<file path="src/rtl/seq_divider_if.sv">
// seq_divider_if: start/operand/result bundle between the control unit and the
// sequential divider. The master side (control unit) requests a divide and
// collects the result. The slave side (the divider) performs it.
interface seq_divider_if #(
  parameter int W = 8
) ();
  logic         St;
  logic [W-1:0] Dvd;
  logic [W-1:0] Dvs;
  logic [W-1:0] Quo;
  logic [W-1:0] Rem;
  logic         Busy;
  logic         Done;
  logic         DivZ;

  modport master (
    output St, Dvd, Dvs,
    input  Quo, Rem, Busy, Done, DivZ
  );

  modport slave (
    input  St, Dvd, Dvs,
    output Quo, Rem, Busy, Done, DivZ
  );
endinterface

</file>
<file path="src/rtl/seq_divider.sv">
// seq_divider: sequential restoring shift-subtract divider.
// Each quotient bit takes two clocks: a shift of {R,Q} followed by a trial subtract.
// A divide-by-zero request bypasses the iteration. It completes with
// Quo=all-ones, Rem=Dvd and DivZ=1.
// Optional feature macro: DIV_SIGNED_EN enables two's-complement operands.
// The iteration runs on magnitudes, and the sign is fixed up when the result
// is loaded into Quo/Rem. Without the macro the divider is purely unsigned.
module seq_divider #(
  parameter int W     = 8,
  parameter int CNT_W = 4
) (
  input logic          clk,
  input logic          rst,
  seq_divider_if.slave bus
);

  typedef enum logic [1:0] {
    S_IDLE,
    S_SH,
    S_SUB,
    S_FIN
  } state_t;

  state_t             state_q, state_d;
  logic [W-1:0]       r_q, r_d;
  logic [W-1:0]       q_q, q_d;
  logic [W-1:0]       d_q, d_d;
  logic [CNT_W-1:0]   cnt_q, cnt_d;
  logic [W-1:0]       quo_q, quo_d;
  logic [W-1:0]       rem_q, rem_d;
  logic               busy_q, busy_d;
  logic               done_q, done_d;
  logic               divz_q, divz_d;
  logic [W:0]         diff;

`ifdef DIV_SIGNED_EN
  logic               sdvd_q, sdvd_d;
  logic               sdvs_q, sdvs_d;
`endif

  // Next-state and datapath computation for the controller and the R/Q/D registers
  always_comb begin
    state_d = state_q;
    r_d     = r_q;
    q_d     = q_q;
    d_d     = d_q;
    cnt_d   = cnt_q;
    quo_d   = quo_q;
    rem_d   = rem_q;
    divz_d  = divz_q;
`ifdef DIV_SIGNED_EN
    sdvd_d  = sdvd_q;
    sdvs_d  = sdvs_q;
`endif
    // The trial subtract uses one extra bit. The top bit of diff is the borrow,
    // so it is set exactly when R < D.
    diff = {1'b0, r_q} - {1'b0, d_q};

    case (state_q)
      S_IDLE: begin
        if (bus.St) begin
          if (bus.Dvs != '0) begin
            r_d     = '0;
            cnt_d   = '0;
            state_d = S_SH;
`ifdef DIV_SIGNED_EN
            sdvd_d  = bus.Dvd[W-1];
            sdvs_d  = bus.Dvs[W-1];
            q_d     = bus.Dvd[W-1] ? -bus.Dvd : bus.Dvd;
            d_d     = bus.Dvs[W-1] ? -bus.Dvs : bus.Dvs;
`else
            q_d     = bus.Dvd;
            d_d     = bus.Dvs;
`endif
          end else begin
            quo_d   = '1;
            rem_d   = bus.Dvd;
            divz_d  = 1'b1;
            state_d = S_FIN;
          end
        end
      end

      S_SH: begin
        // The partial remainder stays below the current dividend prefix,
        // so the bit that falls off the top of R here is always zero.
        {r_d, q_d} = {r_q[W-2:0], q_q, 1'b0};
        state_d    = S_SUB;
      end

      S_SUB: begin
        if (!diff[W]) begin
          r_d = diff[W-1:0];
          q_d = {q_q[W-1:1], 1'b1};
        end
        if (cnt_q == CNT_W'(W - 1)) begin
`ifdef DIV_SIGNED_EN
          quo_d = (sdvd_q ^ sdvs_q) ? -q_d : q_d;
          rem_d = sdvd_q ? -r_d : r_d;
`else
          quo_d = q_d;
          rem_d = r_d;
`endif
          divz_d  = 1'b0;
          state_d = S_FIN;
        end else begin
          cnt_d   = cnt_q + 1'b1;
          state_d = S_SH;
        end
      end

      S_FIN: begin
        state_d = S_IDLE;
      end

      default: begin
        state_d = S_IDLE;
      end
    endcase

    // Busy and Done come from the next state, so as registers they follow the current state
    busy_d = (state_d == S_SH) || (state_d == S_SUB);
    done_d = (state_d == S_FIN);
  end

  // State and datapath registers; asynchronous reset aborts any division in flight
  always_ff @(posedge clk or posedge rst) begin
    if (rst) begin
      state_q <= S_IDLE;
      r_q     <= '0;
      q_q     <= '0;
      d_q     <= '0;
      cnt_q   <= '0;
      quo_q   <= '0;
      rem_q   <= '0;
      busy_q  <= 1'b0;
      done_q  <= 1'b0;
      divz_q  <= 1'b0;
`ifdef DIV_SIGNED_EN
      sdvd_q  <= 1'b0;
      sdvs_q  <= 1'b0;
`endif
    end else begin
      state_q <= state_d;
      r_q     <= r_d;
      q_q     <= q_d;
      d_q     <= d_d;
      cnt_q   <= cnt_d;
      quo_q   <= quo_d;
      rem_q   <= rem_d;
      busy_q  <= busy_d;
      done_q  <= done_d;
      divz_q  <= divz_d;
`ifdef DIV_SIGNED_EN
      sdvd_q  <= sdvd_d;
      sdvs_q  <= sdvs_d;
`endif
    end
  end

  assign bus.Quo  = quo_q;
  assign bus.Rem  = rem_q;
  assign bus.Busy = busy_q;
  assign bus.Done = done_q;
  assign bus.DivZ = divz_q;

endmodule

</file>
<file path="src/flat_wrapper.sv">
// flat-port wrapper written by rule: the top's interface ports become plain ports
module seq_divider_flat 
#(
  parameter int W     = 8,
  parameter int CNT_W = 4
)
  (clk, rst, bus_St, bus_Dvd, bus_Dvs, bus_Quo, bus_Rem, bus_Busy, bus_Done, bus_DivZ);
  seq_divider_if #(.W(W)) bus_i ();
  input logic clk;
  input logic rst;
  input wire logic [$bits(bus_i.St)-1:0] bus_St;
  input wire logic [$bits(bus_i.Dvd)-1:0] bus_Dvd;
  input wire logic [$bits(bus_i.Dvs)-1:0] bus_Dvs;
  output wire logic [$bits(bus_i.Quo)-1:0] bus_Quo;
  output wire logic [$bits(bus_i.Rem)-1:0] bus_Rem;
  output wire logic [$bits(bus_i.Busy)-1:0] bus_Busy;
  output wire logic [$bits(bus_i.Done)-1:0] bus_Done;
  output wire logic [$bits(bus_i.DivZ)-1:0] bus_DivZ;
  assign bus_i.St = bus_St;
  assign bus_i.Dvd = bus_Dvd;
  assign bus_i.Dvs = bus_Dvs;
  assign bus_Quo = bus_i.Quo;
  assign bus_Rem = bus_i.Rem;
  assign bus_Busy = bus_i.Busy;
  assign bus_Done = bus_i.Done;
  assign bus_DivZ = bus_i.DivZ;
  seq_divider #(.W(W), .CNT_W(CNT_W)) u_core (.clk(clk), .rst(rst), .bus(bus_i));
endmodule
</file>
<file path="config.mk">
export PLATFORM = sky130hd
export DESIGN_NAME = seq_divider_flat
export DESIGN_NICKNAME = d
export VERILOG_FILES = /design/src/rtl/seq_divider_if.sv /design/src/rtl/seq_divider.sv /design/src/flat_wrapper.sv
export SDC_FILE = /design/constraint.sdc
export NUM_CORES = 1
export LEC_CHECK = 0
export CAP_MARGIN = 30
export CORE_MARGIN = 4
export CORE_UTILIZATION = 50
export DETAILED_ROUTE_END_ITERATION = 8
export PLACE_DENSITY_LB_ADDON = 0.2
export SLEW_MARGIN = 20
export SYNTH_ARGS = -nofsm -noshare
export SYNTH_HDL_FRONTEND = slang
export SYNTH_SLANG_ARGS = --single-unit
</file>
<file path="constraint.sdc">
create_clock -name clk -period 4.31 [get_ports clk]
set_clock_uncertainty 0.15 [all_clocks]
set_input_delay 0.6465 -clock clk [delete_from_list [all_inputs] [get_ports clk]]
set_output_delay 0.6465 -clock clk [all_outputs]
set_load 0.005 [all_outputs]
</file>
Word-level counts from Yosys, hierarchy flattened
Cells that the tools add are included.

cells by class
  $add $sub $neg = 2
  multiply operators = 0
  div/mod/pow operators = 0
  $lt $le $gt $ge = 0
  equality and inequality tests = 12
  shifts and indexed selects = 0
  multiplexer cells = 28
  bitwise gates (word level) = 0
  reductions and logical operators = 9

operators by type and width
  operator                                                number
  two-way mux 8 bit                                       11
  case mux 8 bit (3 select lines)                         2
  case mux 8 bit (2 select lines)                         2
  two-way mux 4 bit                                       3
  subtractor 8 x 8 -> 9 bit                               1
  equality test 2 bit (second input constant)             4
  case mux 2 bit (4 select lines)                         1
  case mux 4 bit (2 select lines)                         1
  AND reduction 4 bit                                     2
  nonzero test 8 bit                                      1
  two-way mux 2 bit                                       3
  inequality test 2 bit (second input constant)           3
  AND reduction 3 bit                                     2
  adder 4 x 1 -> 4 bit (second input constant)            1
  equality test 2 x 1 -> 1 bit (second input constant)    2
  equality test 4 x 3 -> 1 bit (second input constant)    1
  two-way mux 1 bit                                       4
  inequality test 2 x 1 -> 1 bit (second input constant)  2
  nonzero test 3 bit                                      1
  logical NOT 2 bit                                       1
  case mux 1 bit (2 select lines)                         1
  nonzero test 2 bit                                      1
  logical OR 1 bit                                        1

storage, ports and cells
  flip-flop bits (word level) = 49
  latch bits = 0
  memory bits (writable) = 0
  memory bits (read-only) = 0
  input bits = 19
  word-level logic and storage cells = 61
  memories kept = 0

Logic depth before layout (Yosys ltp)
Gate-level depths: netlist of the first run.

  depth after elaboration = 6
  gate-level depth with buffers = 10

Worst setup path after synthesis of the first run
No wires, ideal clock.

  kind = reg2reg
  start point = register u_core.r_q[0]
  end point = register u_core.rem_q[1] (netlist: u_core.bus.Rem[1])
  library setup time = 0.126 ns
  data arrival time = 1.879 ns
  slack = 2.155 ns
  cell stages (with the launch flop) = 11
  buffers on the path = 0
  clock period less this slack = 2.155 ns
  cell sequence = dfrtp_1 inv_1 ha_1 inv_1 fa_1 nand3_1 a21o_1 nand2_2 mux2i_1 nor3_1 a221o_1

between the ends
  cells in the longest elaborated chain, start to end = 4

ends and longest elaborated chain
  element                          line                source
  from (decl)                      seq_divider.sv:25   logic [W-1:0] r_q, r_d;
  from (signal assigned)           seq_divider.sv:145  r_q <= r_d;
  subtractor 8 x 8 -> 9 bit        seq_divider.sv:57   diff = {1'b0, r_q} - {1'b0, d_q};
  two-way mux 8 bit                seq_divider.sv:92   if (!diff[W]) begin
  two-way mux 8 bit                seq_divider.sv:96   if (cnt_q == CNT_W'(W - 1)) begin
  case mux 8 bit (2 select lines)  seq_divider.sv:59   case (state_q)
  to (signal assigned)             seq_divider.sv:150  rem_q <= rem_d;
  to (decl)                        seq_divider.sv:30   logic [W-1:0] rem_q, rem_d;

Every way passes these cells. The select of a mux whose other input is x is not followed.
A chain may end at the register's enable or synchronous reset.

Final worst setup path of the first run
  start point = input bus_Dvs[4]
  end point = register u_core.q_q[7]

between the ends
  cells in the longest elaborated chain, start to end = 3

ends and longest elaborated chain
  element                                          line                source
  from (decl)                                      flat_wrapper.sv:13  input wire logic [$bits(bus_i.Dvs)-1:0] bus_Dvs;
  nonzero test 8 bit                               seq_divider.sv:62   if (bus.Dvs != '0) begin
  inequality test 2 x 1 -> 1 bit (no source line)  --
  AND reduction 3 bit (no source line)             --
  to (signal assigned)                             seq_divider.sv:146  q_q <= q_d;
  to (decl)                                        seq_divider.sv:26   logic [W-1:0] q_q, q_d;

Every way passes these cells.

==> results of run 1 <==
kinds of logic after synthesis:
group,share of synthesized area [%]
adder cells (fa/ha/maj),7.566
XOR/XNOR,1.915
flip-flops,44.67
AND/OR/NAND/NOR,12.72
buffers and inverters,4.421
AO/OA/AOI/OAI,23.25
multiplexers,5.470
sequential cells by signal (all words and copies together), names as in the netlist, 2 cells and up:
name / count
u_core.bus.Quo: 8
u_core.d_q: 8
u_core.bus.Rem: 8
u_core.state_q: 2
u_core.r_q: 8
u_core.q_q: 8
u_core.cnt_q: 4
final cells by class:
cell class	count	area, sq um	area share, %
clock buffer	5	68.82	2.115
clock inverter	3	22.52	0.6923
inverter	16	60.06	1.846
multi-input combinational	198	1398	42.96
sequential	49	1226	37.69
tap	70	87.58	2.692
timing repair buffer	38	390.4	12.00
power groups by stage:
stage / combinational (uW) / sequential, uW / clock [uW]
after floorplan: 802 / 726 / 0
after global placement: 1050 / 750 / 0
after detailed placement: 1080 / 756 / 0
after CTS: 1080 / 748 / 281
after global routing: 1220 / 773 / 304
final: 1080 / 749 / 272
layout by cell type (no fill, tap or decap), drive strengths merged, types with 5 or more instances in the layout:
master	count
a31oi	8
ha	15
inv	16
nor2b	9
nand2	17
o21ai	20
nor2	15
a22oi	8
a21oi	31
mux2	8
a21o	6
nand3	7
dfrtp	49
clkbuf	5
o22a	7
mux2i	6
clkdlybuf4s50	37
metrics by stage:
stage / worst slack, ns / total power (uW) / cells
floorplan: 2.155 / 1529 / 274
global placement: 1.557 / 1802 / 370
detailed placement: 1.509 / 1832 / 371
CTS: 1.845 / 2112 / 379
global route: 1.713 / 2300 / 379
finish: 1.835 / 2105 / 379
per-layer routing:
layer	vias to the layer above	GRT usage (%)	wire, um
li1	1070	-	-
met1	1057	26.64	2869
met2	65	30.61	2733
met3	7	3.471	334
met4	0	6.312	85
met5	-	0	0
final timing paths:
path	from	cells past startpoint	endpoint
min	u_core.bus.DivZ$_DFFE_PP0P_	1	u_core.bus.DivZ$_DFFE_PP0P_
max reg2reg	u_core.r_q[0]$_DFFE_PP0P_	10	u_core.bus.Rem[1]$_DFFE_PP0P_
max in group asynchronous	rst	3	u_core.d_q[0]$_DFFE_PP0P_
min in group asynchronous	rst	2	u_core.bus.Quo[1]$_DFFE_PP0P_
max	bus_Dvs[4]	7	u_core.q_q[7]$_DFFE_PP0P_
min reg2reg	u_core.bus.DivZ$_DFFE_PP0P_	1	u_core.bus.DivZ$_DFFE_PP0P_
==> Flow_metrics.wiki, run 1 <==
{| class="wikitable"
! Metric !! Value
|-
| Outcome || finished, final reports clean
|-
| Number of optimization iterations in the first detailed-route pass || 4
|-
| # hold bufs at CTS || 0
|-
| Synthesized instance count || 274
|-
| Setup repair after global routing missed its margin || no
|-
| Startpoint types || input port
|-
| Cell accounting for the most synthesized area || dfrtp_1
|-
| Clock Power Share || 12.9%
|-
| Required time at the worst-slack endpoint || 4.33 ns
|-
| Sequential share of power || 35.6%
|-
| Overflow after GRT || 0
|-
| Hold slack || 0.3473 ns
|-
| Worst reg2reg setup slack || 1.88 ns
|-
| Cells taking the most area after synthesis || dfrtp_1, ha_1, a21oi_1
|-
| Worst Path Arrival || 2.50 ns
|-
| Number of buffers inserted to repair setup after CTS || 0
|-
| Drt drc || 0
|-
| Number of vias in the routed layout || 2199
|-
| Comb power frac || 51.5%
|-
| Dominant synthesized flop cell || dfrtp_1
|-
| Seq cells post-synth || 49
|-
| Number of placement rows || 26
|-
| Fraction of the cycle the final worst path needs || 57.43%
|-
| Via count of the first global-routing pass || 2102
|-
| Dominant delay contributor by cell family on the critical path || compound AO/OA/AOI/OAI gates
|-
| Syn nets || 309
|-
| Later-pin clock latency in the skew report || 0.30 ns
|-
| Total Routed Length || 6.023 mm
|-
| Pin count of the biggest net entering global routing || 27
|-
| Number of hold violations in the final report || 0
|-
| TritonCTS clock tree || done
|-
| WL/cell || 15.89 um
|-
| Master cell of the clock root buffer || clkbuf_8
|-
| Number of fill cells || 453
|-
| Fraction of registers with async set or reset after synthesis || 100.0%
|-
| DIE AREA || 0.006740 sq mm
|-
| Portion of synthesized cell area occupied by the leading cell type || 44.67%
|-
| Peak Freq || 0.4040 GHz
|-
| Post-Place Cell Area || 0.003162 sq mm
|-
| Vertical die dimension || 82.10 um
|-
| Antenna Violating Nets Remaining || 0
|-
| Count of different cell masters after synthesis || 53
|-
| Pint || 1217 uW
|-
| Crit path max fanout || 14
|-
| Post-route standard cell area excluding fillers || 0.003253 sq mm
|-
| Maximum number of buffers from clock root to sink || 2
|-
| Synth-to-Final Area Change || 18.51%
|-
| Post-synth design cell area || 0.002745 sq mm
|-
| Clock-pin transition on the worst setup and hold timing paths || 0.09 ns
|-
| Chip width || 82.10 um
|-
| ANT cells || 0
|-
| List of cells traversed by the critical path || clkdlybuf4s50_1 -> nor4_4 -> a21bo_2 -> a21o_1 -> nor2_2 -> nor2_1 -> a21oi_1
|-
| Final core utilization || 62.50%
|-
| Kind of critical path || in -> reg
|-
| Number of design-rule violations left by the first detailed-router iteration || 128
|-
| Post-layout nets || 343
|-
| Proportion of total power due to net switching || 42.18%
|-
| Weighted congestion reported at the end of routability-driven placement || 0.8189
|-
| CTS-repair resized insts || 0
|-
| Delay contributed by the slowest stage of the critical path || 0.46 ns
|-
| Inserted Clock Buffers || 5
|-
| Max-cap violations || 0
|-
| Count of final setup violators || 0
|-
| Sum of negative setup slack || 0 ns
|-
| Most repeated cell in the gate-level netlist after synthesis || dfrtp_1
|-
| Maximum ir drop on the vdd rail || 0.0003507 V
|-
| Sink Count || 49
|-
| Post-DP HPWL || 4.509 mm
|-
| Time the worst path needs with I/O delays and setup || 2.475 ns
|-
| Bufs and invs on worst path || 1
|-
| Total power density per cell area || 646.9 mW/mm^2
|-
| Port Buffer Count || 37
|-
| Worst max-slew margin expressed relative to the limit || 54.96%
|-
| Static Leakage || 0.001371 uW
|-
| Sw Pwr || 887.8 uW
|-
| Post-synth top cells || dfrtp_1, a21oi_1, nand2_1
|-
| GRT Overall Usage || 19.27%
|-
| Pin slew with the least headroom to its limit || 0.6756 ns
|-
| Portion of the post-synthesis area used by sequential elements || 44.67%
|-
| I/O pin count || 38
|-
| Htree depth || 2
|-
| Per-instance average area after synthesis || 10.02 sq um
|-
| Capturing element type of the critical path || flop
|-
| Type of the most critical hold path || reg -> reg
|-
| Critical-path cell with the highest stage delay || clkdlybuf4s50_1
|-
| EDFF count, synth || 0
|-
| Fraction of final layout cells sized beyond drive strength 1 || 9.061%
|-
| Initial antenna violation count || 0
|-
| Via density per instance || 5.802
|-
| Yosys Warn Count || 0
|-
| Initial cell density of the core || 52.74%
|-
| First-pass GRT wire length || 9.991 mm
|-
| Core Box Area || 0.005205 sq mm
|-
| Number of max-slew violations in the final report || 0
|}
Note: power is estimated with default switching activity, not from simulation.
==> run 2, diff against run 1 <==
Settings changed: CORE_UTILIZATION 50 to 49.
Clock period 4.31 ns to 2.2 ns, I/O delays scaled along.
==> run 2 against run 1 <==
  * Clock-buffer cell count is 1 higher
  * Setup slack worse by 1.9 ns
  * Via count is 7.2% higher
  * Critical path type is now reg -> reg
  * Die area is 1.8% higher
  * Global-route usage is 0.26 points higher
  * Sequential share of layout area is 4.4 points lower
  * Cell area is 13% higher
  * First-iteration DRC count is 41% higher
  * The run now ends with negative setup slack left
  * Power is 130% higher
  * Hold slack worse by 0.15 ns
  * Core utilization is 7.5 points higher
==> Flow_metrics.wiki, run 2 (same netlist as run 1, synthesis figures left out) <==
{| class="wikitable"
! Metric !! Value
|-
| Outcome || finished, violations left
|-
| Failing checks || negative setup slack
|-
| Required time at the worst-slack endpoint || 2.22 ns
|-
| Sequential share of power || 29.9%
|-
| Final core utilization || 69.99%
|-
| Number of vias in the routed layout || 2358
|-
| Startpoint types || flop
|-
| Comb power frac || 59.2%
|-
| GRT Overall Usage || 19.54%
|-
| Synth-to-Final Area Change || 34.37%
|-
| Fraction of the cycle the final worst path needs || 101.5%
|-
| Number of optimization iterations in the first detailed-route pass || 4
|-
| DIE AREA || 0.006864 sq mm
|-
| Peak Freq || 0.4478 GHz
|-
| Clock-pin transition on the worst setup and hold timing paths || 0.09 ns
|-
| Max-cap violations || 0
|-
| Chip width || 82.85 um
|-
| Total Routed Length || 6.675 mm
|-
| Setup repair after global routing missed its margin || yes
|-
| Number of fill cells || 429
|-
| Post-DP HPWL || 4.847 mm
|-
| Clock Power Share || 10.9%
|-
| Crit path max fanout || 7
|-
| Sink Count || 49
|-
| Antenna Violating Nets Remaining || 0
|-
| Via density per instance || 5.709
|-
| Weighted congestion reported at the end of routability-driven placement || 0.8381
|-
| Post-layout nets || 377
|-
| Time the worst path needs with I/O delays and setup || 2.233 ns
|-
| Reg-to-reg endpoint || u_core.r_q[0]$_DFFE_PP0P_
|-
| Leading cell type in the layout, fill and taps excluded || dfrtp_1
|-
| Fraction of final layout cells sized beyond drive strength 1 || 24.49%
|-
| Inserted Clock Buffers || 5
|-
| Pint || 2870 uW
|-
| Initial cell density of the core || 52.09%
|-
| Initial antenna violation count || 0
|-
| Via count of the first global-routing pass || 2306
|-
| Sw Pwr || 1990 uW
|-
| Start of the worst register-to-register path || u_core.r_q[0]$_DFFE_PP0P_
|-
| Overflow after GRT || 0
|-
| Pin slew with the least headroom to its limit || 0.4632 ns
|-
| Port Buffer Count || 37
|-
| Count of final setup violators || 4
|-
| TritonCTS clock tree || done
|-
| Static Leakage || 0.001551 uW
|-
| Number of design-rule violations left by the first detailed-router iteration || 181
|-
| I/O pin count || 38
|-
| Htree depth || 2
|-
| Placed cell count || 399
|-
| Number of placement rows || 26
|-
| Kind of critical path || reg -> reg
|-
| First-pass GRT wire length || 11.21 mm
|-
| Number of max-slew violations in the final report || 0
|-
| Type of the most critical hold path || in -> async
|-
| Proportion of total power due to net switching || 40.94%
|-
| Worst-case setup margin in the final layout || -0.03331 ns
|-
| Length in cells of the worst reg-to-reg path || 10
|-
| Final cell count without fillers || 413
|-
| Post-Place Cell Area || 0.003410 sq mm
|-
| Post-route standard cell area excluding fillers || 0.003689 sq mm
|-
| Number of hold violations in the final report || 0
|-
| Pin count of the biggest net entering global routing || 30
|-
| Worst reg2reg setup slack || -0.03 ns
|-
| Maximum number of buffers from clock root to sink || 2
|-
| Drt drc || 0
|-
| Maximum ir drop on the vdd rail || 0.0008197 V
|-
| Highest-count cells in the layout ignoring fill and taps || dfrtp_1, clkdlybuf4s50_1, buf_4
|-
| Core Box Area || 0.005270 sq mm
|-
| Dpl ws || -0.2103 ns
|-
| WL/cell || 16.16 um
|-
| Vertical die dimension || 82.85 um
|-
| Later-pin clock latency in the skew report || 0.30 ns
|-
| ANT cells || 0
|-
| Capturing element type of the critical path || flop
|-
| Master cell of the clock root buffer || clkbuf_8
|-
| Hold slack || 0.1960 ns
|-
| Worst Path Arrival || 2.25 ns
|-
| Total power density per cell area || 1318 mW/mm^2
|-
| Worst max-slew margin expressed relative to the limit || 69.08%
|}
[run 2: changes by cell type in the layout (fill, tap and decap cells not counted), sizes merged]
cell      previous run  this run
buf                  1        35
clkinv               3         0
clkinvlp             0         2
clkbuf               5         6
[run 2: worst max path at each step]
stage	startpoint	to	slack [ns]
final	u_core.r_q[0]$_DFFE_PP0P_	u_core.r_q[0]$_DFFE_PP0P_	-0.03
after CTS	u_core.d_q[1]$_DFFE_PP0P_	u_core.r_q[7]$_DFFE_PP0P_	0.0005
after detailed placement	bus_Dvs[4]	u_core.bus.Quo[0]$_DFFE_PP0P_	-0.21
after global routing	u_core.r_q[0]$_DFFE_PP0P_	u_core.r_q[2]$_DFFE_PP0P_	-0.11
after global placement	bus_Dvs[4]	u_core.bus.Quo[0]$_DFFE_PP0P_	-0.14
after floorplan	u_core.r_q[0]$_DFFE_PP0P_	u_core.bus.Rem[1]$_DFFE_PP0P_	0.05
[run 2: metrics by stage]
step	setup TNS, ns	total power (uW)
after global routing	-0.5666	5258
after CTS	0	4569
after floorplan	0	2995
after global placement	-1.531	3923
after detailed placement	-2.863	3987
final	-0.06309	4860
[run 2: power by group through the flow]
stage / combinational, uW / clock (uW) / sequential [uW]
final: 2870 / 531 / 1450
after global routing: 3170 / 587 / 1500
after CTS: 2580 / 544 / 1450
after detailed placement: 2520 / 0 / 1470
after global placement: 2460 / 0 / 1460
after floorplan: 1570 / 0 / 1420
[run 2: area by class of cell]
type	count	area (sq um)	area share, %
multi-input cells	198	1539	41.72
clock inverters	2	15.01	0.4071
clock buffers	6	72.57	1.967
repair buffers	72	686.9	18.62
inverters	16	60.06	1.628
flip-flops and latches	49	1227	33.28
well taps	70	87.58	2.374
[run 2: repair_timing]
action / CTS / global route
endpoints found under the setup margin: 10 / 13
hold endpoints to repair: 0 / 0
hold buffers: 0 / 0
buffers inserted: 1 / 5
pin swaps: 3 / 10
resized for setup: 7 / 27
[run 2: critical path, cell delays in order, from the launching register on]
cell      delay [ns]
dfrtp_1         0.39
inv_2           0.08
ha_4            0.12
inv_2           0.03
fa_2            0.38
nand3_2         0.08
a21o_1          0.20
nand2_4         0.10
buf_6           0.15
o211ai_1        0.27
a21oi_1         0.13
[run 2: metal layers]
| layer | GRT usage, % | vias up | wire, um |
|---|---|---|---|
| met1 | 26.32 | 1136 | 2867 |
| met2 | 32.29 | 74 | 3317 |
| li1 | - | 1140 | - |
| met3 | 4.455 | 8 | 411 |
| met5 | 0 | - | 0 |
| met4 | 4.160 | 0 | 78 |
==> run 3, diff against run 2 <==
Settings changed: PLACE_DENSITY set to 0.75, PLACE_DENSITY_LB_ADDON 0.2 to not set.
==> run 3 against run 2 <==
  * The run now ends clean
  * Die area stayed put
  * Fmax is 3.2% higher
  * Register-to-register slack better by 0.07 ns
  * Core utilization is 0.66 points higher
  * Non-clock buffer count is 4 higher
  * Via count is 0.98% higher
  * Clock-buffer cell count is 1 lower
  * Highest routed layer unchanged
==> Flow_metrics.wiki, run 3 (same netlist as run 1, synthesis figures left out) <==
{| class="wikitable"
! Metric !! Value
|-
| Number of placement rows || 26
|-
| Synth-to-Final Area Change || 35.64%
|-
| DIE AREA || 0.006864 sq mm
|-
| WL/cell || 16.58 um
|-
| Worst max-slew margin expressed relative to the limit || 69.38%
|-
| # hold bufs at CTS || 0
|-
| Clock-pin transition on the worst setup and hold timing paths || 0.11 ns
|-
| Count of final setup violators || 0
|-
| Number of design-rule violations left by the first detailed-router iteration || 177
|-
| Overflow after GRT || 0
|-
| Maximum ir drop on the vdd rail || 0.0005834 V
|-
| Drt drc || 0
|-
| Number of vias in the routed layout || 2381
|-
| Post-layout nets || 381
|-
| Startpoint types || flop
|-
| Peak Freq || 0.4621 GHz
|-
| Pin count of the biggest net entering global routing || 31
|-
| Placed cell count || 403
|-
| Number of hold violations in the final report || 0
|-
| Fraction of final layout cells sized beyond drive strength 1 || 24.21%
|-
| Via density per instance || 5.710
|-
| Final cell count without fillers || 417
|-
| Via count of the first global-routing pass || 2390
|-
| Fraction of the cycle the final worst path needs || 98.36%
|-
| Later-pin clock latency in the skew report || 0.32 ns
|-
| TritonCTS clock tree || done
|-
| Required time at the worst-slack endpoint || 2.24 ns
|-
| Initial cell density of the core || 52.09%
|-
| Static Leakage || 0.001584 uW
|-
| Master cell of the clock root buffer || clkbuf_8
|-
| Sink Count || 49
|-
| Setup repair after global routing missed its margin || yes
|-
| GRT Overall Usage || 19.78%
|-
| Total power density per cell area || 1321 mW/mm^2
|-
| Core Box Area || 0.005270 sq mm
|-
| Crit path max fanout || 8
|-
| Type of the most critical hold path || in -> async
|-
| Maximum number of buffers from clock root to sink || 2
|-
| Number of optimization iterations in the first detailed-route pass || 4
|-
| Dpl ws || -0.1957 ns
|-
| Weighted congestion reported at the end of routability-driven placement || 0.8434
|-
| Chip width || 82.85 um
|-
| Vertical die dimension || 82.85 um
|-
| Max-cap violations || 0
|-
| ANT cells || 0
|-
| Number of max-slew violations in the final report || 0
|-
| Total Routed Length || 6.912 mm
|-
| Htree depth || 2
|-
| I/O pin count || 38
|-
| Worst-case setup margin in the final layout || 0.03605 ns
|-
| Kind of critical path || reg -> reg
|-
| Highest-count cells in the layout ignoring fill and taps || dfrtp_1, clkdlybuf4s50_1, buf_4
|-
| Worst reg2reg setup slack || 0.04 ns
|-
| Post-DP HPWL || 5.008 mm
|-
| First-pass GRT wire length || 11.34 mm
|-
| Inserted Clock Buffers || 5
|-
| Worst Path Arrival || 2.20 ns
|-
| Initial antenna violation count || 0
|-
| Time the worst path needs with I/O delays and setup || 2.164 ns
|-
| Port Buffer Count || 37
|-
| Antenna Violating Nets Remaining || 0
|-
| Pin slew with the least headroom to its limit || 0.4587 ns
|-
| Capturing element type of the critical path || flop
|-
| Leading cell type in the layout, fill and taps excluded || dfrtp_1
|-
| Outcome || finished, final reports clean
|}
run 3: where the power goes:
part           internal [uW]  switching [uW]  total [uW]  leakage, uW
sequential              1230             235        1460     0.000584
clock                    238             345         583    0.0000506
combinational           1400            1470        2880     0.000949
run 3: path summary, 6_finish.rpt:
kind / startpoint / cells after the start / to
setup / recovery: u_core.r_q[0]$_DFFE_PP0P_ / 10 / u_core.r_q[0]$_DFFE_PP0P_
hold / removal: rst / 2 / u_core.bus.Quo[5]$_DFFE_PP0P_
setup reg to reg: u_core.r_q[0]$_DFFE_PP0P_ / 10 / u_core.r_q[0]$_DFFE_PP0P_
hold reg to reg: u_core.bus.DivZ$_DFFE_PP0P_ / 1 / u_core.bus.DivZ$_DFFE_PP0P_
max in group asynchronous: rst / 3 / u_core.d_q[6]$_DFFE_PP0P_
min in group clk: u_core.bus.DivZ$_DFFE_PP0P_ / 1 / u_core.bus.DivZ$_DFFE_PP0P_
run 3: timing repair:
item                       CTS  global route
setup endpoints to repair   12            15
gates resized for setup     15            17
pin swaps                    9            12
hold endpoints to repair     0             0
buffers inserted             4             3
run 3: worst max-delay path, cell delays in order, from the launching register on:
cell	delay, ns
dfrtp_1	0.40
inv_2	0.08
ha_4	0.12
inv_2	0.03
fa_2	0.35
nand3_2	0.08
a21o_1	0.19
nand2_4	0.10
buf_6	0.16
o211ai_1	0.27
a21oi_2	0.11
run 3: routing by layer:
metal	wire length [um]	track usage, %
met3	361	3.960
met5	0	0
met4	107	6.092
met1	3018	26.94
met2	3424	31.85
run 3: stage by stage:
stage | area (sq um) | TNS [ns] | utilization [%] | total power, uW | hold WS [ns]
floorplan | 2745 | 0 | - | 2995 | 0.3191
global placement | 3427 | -1.709 | 65.03 | 3919 | 0.3170
detailed placement | 3427 | -2.967 | 65.03 | 4011 | 0.3286
CTS | 3598 | 0 | 68.28 | 4719 | 0.1990
global route | 3724 | -0.5009 | 70.66 | 5288 | 0.2181
finish | 3724 | 0 | 70.66 | 4921 | 0.1729
run 3: area by class of cell:
type                    instances  area [sq um]
well taps                      70         87.58
clock buffers                   5         68.82
inverters                      16         60.06
multi-input cells             198          1544
repair buffers                 76         708.2
clock inverters                 3         28.78
flip-flops and latches         49          1226
fillers                       406          1546
